## src/rtl/gpio_rx_framer.sv

```systemverilog
// gpio_rx_framer
//   Receives bytes from an asynchronous GPIO pad bus, synchronizes them into
//   i_clk, and parses frames of the form HEADER, LEN, LEN payload bytes,
//   XOR checksum. Payload bytes are forwarded to the digital wrapper as
//   one-cycle valid pulses unless the downstream FIFO is full, in which case
//   they are dropped and counted.
//
// Ports
//   i_clk            main clock (only clock)
//   i_rstn           asynchronous active-low reset
//   pad_data[7:0]    raw pad byte, asynchronous
//   pad_strobe       raw pad strobe, asynchronous; rising edge = new byte
//   rx_enable        receive enable; 0 holds the parser idle, outputs quiet
//   fifo_full        downstream FIFO full; payload bytes are dropped
//   clear_status     synchronous pulse clearing frame_err and drop_count
//   in_GPIO_retimed  forwarded payload byte (holds when not valid)
//   in_GPIO_valid    one-cycle qualifier for in_GPIO_retimed
//   frame_done       one-cycle pulse at the end of every frame
//   frame_err        sticky error flag (checksum, drop or timeout)
//   drop_count[7:0]  saturating count of dropped payload bytes
module gpio_rx_framer #(
  parameter int unsigned SYNC_STAGES = 2,
  parameter logic [7:0]  HEADER      = 8'hA5,
  parameter int unsigned TIMEOUT     = 1024
) (
  input  logic       i_clk,
  input  logic       i_rstn,
  input  logic [7:0] pad_data,
  input  logic       pad_strobe,
  input  logic       rx_enable,
  input  logic       fifo_full,
  input  logic       clear_status,
  output logic [7:0] in_GPIO_retimed,
  output logic       in_GPIO_valid,
  output logic       frame_done,
  output logic       frame_err,
  output logic [7:0] drop_count
);

  localparam logic [2:0]  FILL     = 3'(SYNC_STAGES);
  localparam logic [15:0] TMO_LAST = 16'(TIMEOUT - 1);

  typedef enum logic [1:0] {
    IDLE,
    LEN,
    PAYLOAD,
    CHK
  } state_t;

  // ---------------------------------------------------------------------
  // Pad synchronizers and strobe edge detection
  // ---------------------------------------------------------------------
  logic [SYNC_STAGES-1:0] strb_sync;
  logic [7:0]             data_sync [SYNC_STAGES];
  logic                   strb_s;
  logic                   strb_prev;
  logic [2:0]             fill_cnt;
  logic                   armed;
  logic                   byte_event;
  logic [7:0]             byte_val;

  always_ff @(posedge i_clk or negedge i_rstn) begin
    if (!i_rstn) begin
      strb_sync <= '0;
      for (int unsigned i = 0; i < SYNC_STAGES; i++) begin
        data_sync[i] <= '0;
      end
    end else begin
      strb_sync    <= {strb_sync[SYNC_STAGES-2:0], pad_strobe};
      data_sync[0] <= pad_data;
      for (int unsigned i = 1; i < SYNC_STAGES; i++) begin
        data_sync[i] <= data_sync[i-1];
      end
    end
  end

  assign strb_s   = strb_sync[SYNC_STAGES-1];
  assign byte_val = data_sync[SYNC_STAGES-1];

  // The chain reads 0 right after reset regardless of the pad. Edges are
  // only accepted once the chain holds real pad samples and the strobe has
  // been seen low, so a strobe already high at reset release is ignored.
  always_ff @(posedge i_clk or negedge i_rstn) begin
    if (!i_rstn) begin
      strb_prev <= 1'b0;
      fill_cnt  <= '0;
      armed     <= 1'b0;
    end else begin
      strb_prev <= strb_s;
      if (fill_cnt != FILL) begin
        fill_cnt <= fill_cnt + 3'd1;
      end else if (!strb_s) begin
        armed <= 1'b1;
      end
    end
  end

  assign byte_event = strb_s & ~strb_prev & armed;

  // ---------------------------------------------------------------------
  // Frame parser
  // ---------------------------------------------------------------------
  state_t      state_q, state_d;
  logic [7:0]  remain_q, remain_d;
  logic [7:0]  csum_q, csum_d;
  logic [15:0] tmo_q, tmo_d;
  logic [7:0]  retimed_d;
  logic        valid_d;
  logic        done_d;
  logic        err_d;
  logic [7:0]  drop_d;
  logic        err_set;
  logic        drop_inc;
  logic [7:0]  drop_base;

  always_ff @(posedge i_clk or negedge i_rstn) begin
    if (!i_rstn) begin
      state_q         <= IDLE;
      remain_q        <= '0;
      csum_q          <= '0;
      tmo_q           <= '0;
      in_GPIO_retimed <= '0;
      in_GPIO_valid   <= 1'b0;
      frame_done      <= 1'b0;
      frame_err       <= 1'b0;
      drop_count      <= '0;
    end else begin
      state_q         <= state_d;
      remain_q        <= remain_d;
      csum_q          <= csum_d;
      tmo_q           <= tmo_d;
      in_GPIO_retimed <= retimed_d;
      in_GPIO_valid   <= valid_d;
      frame_done      <= done_d;
      frame_err       <= err_d;
      drop_count      <= drop_d;
    end
  end

  always_comb begin
    state_d   = state_q;
    remain_d  = remain_q;
    csum_d    = csum_q;
    tmo_d     = tmo_q;
    retimed_d = in_GPIO_retimed;
    valid_d   = 1'b0;
    done_d    = 1'b0;
    err_set   = 1'b0;
    drop_inc  = 1'b0;

    if (!rx_enable) begin
      state_d = IDLE;
      tmo_d   = '0;
    end else begin
      case (state_q)
        IDLE: begin
          tmo_d = '0;
          if (byte_event && byte_val == HEADER) begin
            state_d = LEN;
          end
        end
        LEN: begin
          if (byte_event) begin
            remain_d = byte_val;
            csum_d   = byte_val;
            state_d  = (byte_val == 8'd0) ? CHK : PAYLOAD;
          end
        end
        PAYLOAD: begin
          if (byte_event) begin
            csum_d   = csum_q ^ byte_val;
            remain_d = remain_q - 8'd1;
            if (fifo_full) begin
              drop_inc = 1'b1;
              err_set  = 1'b1;
            end else begin
              valid_d   = 1'b1;
              retimed_d = byte_val;
            end
            if (remain_q == 8'd1) begin
              state_d = CHK;
            end
          end
        end
        CHK: begin
          if (byte_event) begin
            if (byte_val != csum_q) begin
              err_set = 1'b1;
            end
            done_d  = 1'b1;
            state_d = IDLE;
          end
        end
        default: state_d = IDLE;
      endcase

      // Inter-byte watchdog, shared by every in-frame state. A byte event
      // always restarts it, so it never competes with the handlers above.
      if (state_q != IDLE) begin
        if (byte_event) begin
          tmo_d = '0;
        end else if (tmo_q == TMO_LAST) begin
          tmo_d   = '0;
          err_set = 1'b1;
          done_d  = 1'b1;
          state_d = IDLE;
        end else begin
          tmo_d = tmo_q + 16'd1;
        end
      end
    end

    // A new error or drop in the same cycle as clear_status takes priority.
    err_d     = err_set ? 1'b1 : (clear_status ? 1'b0 : frame_err);
    drop_base = clear_status ? 8'd0 : drop_count;
    drop_d    = (drop_inc && drop_base != 8'hFF) ? drop_base + 8'd1 : drop_base;
  end

endmodule

```

## config.mk

```make
export PLATFORM = sky130hd
export DESIGN_NAME = gpio_rx_framer
export DESIGN_NICKNAME = d
export VERILOG_FILES = /design/src/rtl/gpio_rx_framer.sv
export SDC_FILE = /design/constraint.sdc
export NUM_CORES = 1
export LEC_CHECK = 0
export CORE_ASPECT_RATIO = 2
export CORE_MARGIN = 1.5
export CORE_UTILIZATION = 35
export DETAILED_ROUTE_END_ITERATION = 7
export SYNTH_ARGS = -nofsm -noshare
export SYNTH_HDL_FRONTEND = slang
export SYNTH_SLANG_ARGS = --single-unit
export TNS_END_PERCENT = 50
```

## constraint.sdc

```tcl
create_clock -name i_clk -period 3 [get_ports i_clk]
set_input_delay 0.45 -clock i_clk [delete_from_list [all_inputs] [get_ports i_clk]]
set_output_delay 0.45 -clock i_clk [all_outputs]
set_load 0.02 [all_outputs]
```

==> summary.md <==
| Metric | Value |
|---|---|
| Async set-or-reset flop fraction in the synthesized netlist | `1.00` |
| Total wire length | `8.52 mm` |
| Worst-path cell chain | `clkdlybuf4s50_1, nor2b_1, ha_1, nand3_1, o311ai_2, or2_2, mux2_2` |
| Count of final setup violators | `0` |
| Power per standard cell area | `roughly 530 mW/mm^2` |
| Number of primary I/O pins | `33` |
| Fin area | `between 0.004 and 0.005 mm^2` |
| Initial Util | `0.357` |
| Die area | `0.0113 mm^2` |
| Kind of critical path | `primary input to flip-flop` |
| Worst setup skew after layout | `between 0.008 and 0.009 ns` |
| Post-CTS Resized | `0` |
| Most numerous cell types in the synthesized netlist | `sky130_fd_sc_hd__dfrtp_1, sky130_fd_sc_hd__a21oi_1, sky130_fd_sc_hd__nor2_1, sky130_fd_sc_hd__xnor2_1` |
| Antenna diode instance count | `0` |
| Achievable frequency | `roughly 0.42 GHz` |
| Routed WL per cell | `roughly 16 um` |
| Vias post-DR | `2,942` |
| Synth Warn # | `0` |
| Post-CTS setup-driven buffer insertion count | `0` |
| Critical-path cell with the highest stage delay | `sky130_fd_sc_hd__clkdlybuf4s50_1` |
| Root cell of the clock tree | `sky130_fd_sc_hd__clkbuf_16` |
| Source of the critical timing path | `clear_status` |
| Number of filler instances in the final layout | `1,045` |
| Synth unique cells | `53` |
| Row cnt | `between 50 and 60` |
| Number of buffers on the longest clock path | `2` |
| Final Max Slew Viols | `0` |
| Detailed-router iteration count before antenna repair | `4` |
| Kind of capture point of the worst setup path | `flip-flop` |
| Proportion of netlist area held by the largest area contributor | `0.512` |
| Number of antenna violations at the first check in global routing | `0` |
| Most frequently used flop master after synthesis | `sky130_fd_sc_hd__dfrtp_1` |
| Net Count, Synth | `380` |
| Critical path required time | `roughly 3.2 ns` |
| Number of flops mapped to enable cells by yosys | `0` |
| Core area | `~0.010 mm^2` |
| Largest cells by area after synthesis | `sky130_fd_sc_hd__dfrtp_1, sky130_fd_sc_hd__xnor2_1, sky130_fd_sc_hd__a21oi_1, sky130_fd_sc_hd__nand4_1, sky130_fd_sc_hd__mux2_2` |
| Final Wtd Congestion | `a little under 0.8` |
| Residual DRC count | `0` |
| Clock tree from TritonCTS | `built` |
| Synthesis-to-layout area growth | `21.7%` |
| Port Buf Inserts | `32` |
| Share of cells above drive strength 1 | `0.113` |
| Clock transition time at the flip-flop clock pins of the worst setup and hold paths | `0.06 ns` |
| Transition time at the pin with the least slew margin | `~1.1 ns` |
| Number of nets in the finished design | `~410` |
| Cell count of the worst reg-to-reg path | `4` |
| Die span in x | `between 70 and 80 um` |
| Number of levels the H-tree was split into | `3` |
| Worst hold-check path type | `primary input to asynchronous set/reset pin` |
| Clock period minus final worst setup slack | `between 2 and 2.5 ns` |
| First-iteration detailed-routing DRC count | `between 90 and 100` |
| CTS sink count | `between 70 and 80` |
| Post-synthesis instance area | `around 0.0037 mm^2` |
| Portion of the post-synthesis area used by sequential elements | `0.512` |
| Half-perimeter wire length of the detailed placement result | `5.98 mm` |
| Number of clock buffers inserted by TritonCTS | `9` |
| Most repeated cell in the gate-level netlist after synthesis | `sky130_fd_sc_hd__dfrtp_1` |
| Vertical extent of the die | `149 um` |
| Total placed cells including tap cells | `between 500 and 600` |
| Largest net degree at the start of global routing | `77` |
| Cts hold-fix bufs | `0` |
| Fin Setup TNS | `0 ns` |
| Per-cell via count in the routed design | `between 5 and 6` |
| #FFs+latches synth | `76` |
| R2r endpoint | `remain_q[5]` |
| Data arrival time of the critical path | `~2.6 ns` |
| Maximum net fanout on the critical path | `9` |
| Global-route wire length before repair | `~14 mm` |
| Setup crit start kind | `primary input` |
| Reg2reg setup slack | `roughly 0.77 ns` |
| Leakage | `roughly 1.7 nW` |
| Biggest area consumer among synthesized cells | `sky130_fd_sc_hd__dfrtp_1` |
| Crit Reg-Reg Startpoint | `state_q[1]` |
| Area after detailed placement | `roughly 0.0042 mm^2` |
| Worst supply voltage drop on vdd | `about 0.30 mV` |
| Worst path max stage delay | `0.54 ns` |
| Mean cell area of the mapped netlist | `10.3 um^2` |
| RSZ-0062 raised after global routing | `no` |
| Non-filler cells in the finished layout | `roughly 540` |
| Count of max-cap constraint violations | `0` |
| Via count of the first global-routing pass | `roughly 2,900` |
| Share of the cycle needed by the critical path after routing | `0.794` |
| Endpoints failing hold | `0` |
| Gate count of the mapped netlist | `360` |
| Overflow left after global routing | `0` |
| Clock Latency Late Sink | `roughly 0.34 ns` |
| Run status | `completed` |
| GRT Util Overall | `0.166` |
| Residual antenna-violating net count after detailed routing | `0` |
| Max_slew headroom | `0.247` |
layout make-up:
cell class | instances | area [um^2] | share of cell area
multi-input cells | 255 | 1670 | 0.369
clock inverters | 6 | 111 | 0.0247
repair buffers | 41 | 385 | 0.0853
inverters | 11 | 41.3 | 0.00914
clock buffers | 10 | 239 | 0.0529
well taps | 137 | 171 | 0.0380
flip-flops and latches | 76 | 1900 | 0.421
registers in the layout, indices dropped and copies added (netlist names):
register / cells
armed: 1
byte_val: 8
csum_q: 8
data_sync: 8
drop_count: 8
fill_cnt: 3
frame_done: 1
frame_err: 1
in_GPIO_retimed: 8
in_GPIO_valid: 1
remain_q: 8
state_q: 2
strb_prev: 1
strb_sync: 2
tmo_q: 16
worst max-delay path, delay by kind of cell:
kind                     cells  cell delay (ns)
buffers and inverters        1             0.54
adder cells (fa/ha/maj)      1             0.22
AND/OR/NAND/NOR              3             0.59
AO/OA/AOI/OAI                1             0.48
multiplexers                 1             0.32
metrics by stage:
stage / total power (W) / hold slack [ns] / utilization / setup WS [ns]
floorplan: 0.00110 / 0.154 / - / 0.948
global placement: 0.00116 / 0.334 / 0.400 / 0.307
detailed placement: 0.00116 / 0.336 / 0.400 / 0.251
CTS: 0.00243 / 0.302 / 0.434 / 0.608
global route: 0.00248 / 0.354 / 0.434 / 0.441
finish: 0.00240 / 0.252 / 0.434 / 0.618
logic make-up after synthesis:
group,Yosys count,synth area share
fa+ha+maj,6,0.0202
compound gates,85,0.139
buf+inv,29,0.0388
flops,76,0.512
xor+xnor,23,0.0543
simple gates,130,0.202
mux,11,0.0330
how the worst max path moves through the flow:
stage,end,cells past startpoint
finish,drop_count[1],7
global route,drop_count[1],7
CTS,drop_count[1],7
detailed placement,drop_count[1],7
global placement,drop_count[1],7
floorplan,drop_count[1],6
layout by cell type, fill, tap and decap left out, types with 4 or more instances in the layout:
cell,synthesis,final
sky130_fd_sc_hd__o31ai_1,5,5
sky130_fd_sc_hd__or4_1,4,4
sky130_fd_sc_hd__ha_1,6,6
sky130_fd_sc_hd__nand4_1,19,19
sky130_fd_sc_hd__buf_4,0,10
sky130_fd_sc_hd__o21ai_0,19,19
sky130_fd_sc_hd__xnor2_1,20,20
sky130_fd_sc_hd__nand3b_1,5,5
sky130_fd_sc_hd__nor2b_1,4,4
sky130_fd_sc_hd__nor4_1,7,7
sky130_fd_sc_hd__nand3_1,10,10
sky130_fd_sc_hd__inv_1,10,10
sky130_fd_sc_hd__o211ai_1,14,14
sky130_fd_sc_hd__dfrtp_1,76,76
sky130_fd_sc_hd__nand2_1,15,15
sky130_fd_sc_hd__nor3_1,8,8
sky130_fd_sc_hd__or3_1,11,11
sky130_fd_sc_hd__clkdlybuf4s50_1,0,31
sky130_fd_sc_hd__mux2_2,10,10
sky130_fd_sc_hd__a21oi_1,33,33
sky130_fd_sc_hd__nor2_1,25,25
sky130_fd_sc_hd__clkbuf_16,0,9
where the power goes:
part	switching, W	internal (W)
clock network	0.000431	0.000835
registers	0.0000150	0.00104
logic	0.0000498	0.0000340
routing by layer:
metal | part of all wire | vias up | GRT usage
met1 | 0.39 | 1481 | 0.182
met4 | 0.042 | 0 | 0.0982
li1 | - | 1382 | -
met5 | 0 | - | 0
met2 | 0.55 | 56 | 0.286
met3 | 0.028 | 23 | 0.0305
Note: power is estimated with default switching activity, not from simulation.
==> patch (same settings) <==
Set the parameter `SYNC_STAGES` to 4 (it was 2).
--- a/src/rtl/gpio_rx_framer.sv
+++ b/src/rtl/gpio_rx_framer.sv
@@ -20,5 +20,5 @@
 //   drop_count[7:0]  saturating count of dropped payload bytes
 module gpio_rx_framer #(
-  parameter int unsigned SYNC_STAGES = 2,
+  parameter int unsigned SYNC_STAGES = 4,
   parameter logic [7:0]  HEADER      = 8'hA5,
   parameter int unsigned TIMEOUT     = 1024
Formal check against the unedited RTL: not equivalent (Yosys sat finds a counterexample within 10 cycles, from zero or initial values and one cycle with i_rstn low).
==> patch against the unedited design <==
- via count up 1.3%
- cell area up 8.6%
- sequential cell count up 18
- sequential share of layout area up 5.8 points
- highest routed layer unchanged
- largest cell class unchanged
- die area up 12%
- clock skew down 1.2 ps
- core utilization down 1.2 points
- synthesized area up 12%
- register-to-register slack better by 110 ps
- routed wire length up 1.3%
- worst setup slack worse by 43 ps
- total power up 2.0%
==> patch: results (changes against the unedited design) <==
Placed design
  • Routability cong.: 0.833 (+8.1%)
  • Post-place setup slack: 230 ps (-21.2 ps)
  • Dpl hpwl: 5800 µm (-3.1%)
  • Input/output buffers: 32 (unchanged)

Route
  • Final wirelength: 8630 µm (+1.3%)
  • Vias per cell: 5.32 (-3.0%)
  • Drt first pass iters: 4 (unchanged)
  • Initial drt markers: 198 (+120%)

Synthesis
  • Top post-synthesis cells by count: dfrtp_1 (94), nor2_1 (33), a21oi_1 (22)
  • Yosys warns: 0 (unchanged)
  • Largest cells by area after synthesis: dfrtp_1 (56%), nor2_1 (3.0%), nand4_1 (2.9%), xnor2_1 (2.7%), a21oi_1 (2.6%)
  • Sequential-to-total area share from yosys stat: 0.565 (+0.0523)
  • Netlist cell types: 49 (-7.5%)
  • Net Count, Synth: 404 (+6.3%)

CTS
  • PostCTS Resize Cnt: 0 (unchanged)
  • Postcts setup bufs: 0 (unchanged)
  • Reg clk slew, reported paths: 70 ps
  • Total CTS buffers: 9 (unchanged)
  • Max clock buf depth: 2 (unchanged)
  • Root buf cell: clkbuf_16

Worst setup path
  • Reg2Reg Depth: 5 (+1)
  • Crit path largest cell delay: 580 ps (+40 ps)
  • Crit Path Max Fanout: 11 (+2)
  • Critical path arrival: 2650 ps (+40 ps)

Finish
  • Share of post-route cells with drive strength above 1: 0.0892 (-0.0236)
  • Max reg flops: 24 (+8)
  • NumNets Final: 430 (+3.9%)
  • Top flop regs: data_sync: 24 flops, tmo_q: 16 flops

Power and ir drop
  • Lkg Pwr: 0.00208 µW (+20%)
  • VDD IR max: 0.314 mV (+3.4%)
  • Sw Ratio: 0.222 (+0.0155)

STA
  • Worst clock skew: 7.30 ps (-1.16 ps)
  • Worst-margin pin slew: 819 ps (-299 ps)

Status
  • Status: completed

Hold path
  • Worst Hold Class: in -> async

GRT
  • First-pass GRT wire length: 14400 µm (+2.2%)
  • Gr usage total: 0.149 (-0.0173)
  • Antenna violations before repair: 0 (unchanged)
  • Pin count of the biggest net entering global routing: 49 (-36%)
  • Vias in the first global route: 2940 (+2.2%)
## patch: changes by cell type after synthesis, sizes merged, moves of 7 or more
cell    unedited run  this run
or3               11         4
xor2               3        12
xnor2             20        13
o211ai            14         0
o22ai              2         9
nor2              25        33
a31oi              1         9
dfrtp             76        94
a21oi             33        22
## patch: area by class of cell
cell class | count | area (µm²)
Multi-Input combinational cell | 257 | 1680
Fill cell | 1160 | 6720
Clock inverter | 5 | 33.8
Timing Repair Buffer | 38 | 375
Tap cell | 145 | 181
Clock buffer | 11 | 243
Sequential cell | 94 | 2350
Inverter | 10 | 37.5
## patch: layer usage
| metal | GRT usage | up-vias | part of all wire | wire [µm] |
|---|---|---|---|---|
| met5 | 0 | - | 0 | 0 |
| li1 | - | 1449 | - | - |
| met3 | 0.0359 | 18 | 0.029 | 248 |
| met2 | 0.250 | 51 | 0.53 | 4580 |
| met4 | 0.0805 | 0 | 0.033 | 289 |
| met1 | 0.172 | 1463 | 0.41 | 3510 |
## patch: power by group through the flow
| stage | sequential [µW] | combinational [µW] | clock (µW) |
|---|---|---|---|
| after global placement | 1330 | 80.4 | 0 |
| after global routing | 1310 | 89.3 | 1150 |
| after floorplan | 1330 | 34.0 | 0 |
| final | 1310 | 79.1 | 1060 |
| after CTS | 1310 | 81.9 | 1100 |
| after detailed placement | 1340 | 81.5 | 0 |
## patch: logic make-up after synthesis
family	share of synthesized area
AOI/OAI and AO/OA	0.126
xor gates and xnor gates	0.0526
adders and majority gates	0.0180
buffers and inverters	0.0312
DFF	0.565
muxes	0.0240
and+or+nand+nor	0.184
## patch: worst paths after layout
| check | start | end | slack, ps |
|---|---|---|---|
| hold / removal | i_rstn | in_GPIO_retimed[3]$_DFFE_PN0P_ | 140 |
| setup reg to reg | tmo_q[0]$_DFFE_PN0P_ | tmo_q[9]$_DFFE_PN0P_ | 880 |
| max in group asynchronous | i_rstn | data_sync[23]$_DFF_PN0_ | 2170 |
| hold reg to reg | data_sync[26]$_DFF_PN0_ | data_sync[18]$_DFF_PN0_ | 340 |
| setup / recovery | clear_status | drop_count[1]$_DFF_PN0_ | 570 |
| min in group i_clk | data_sync[26]$_DFF_PN0_ | data_sync[18]$_DFF_PN0_ | 340 |
## patch: metrics by stage
| stage | hold WS (ps) | instance area, µm² | std cells | power [µW] |
|---|---|---|---|---|
| floorplan | 154 | 4170 | 384 | 1360 |
| global placement | 332 | 4630 | 544 | 1410 |
| detailed placement | 335 | 4630 | 544 | 1420 |
| CTS | 162 | 4910 | 560 | 2490 |
| global route | 185 | 4910 | 560 | 2550 |
| finish | 136 | 4910 | 560 | 2450 |
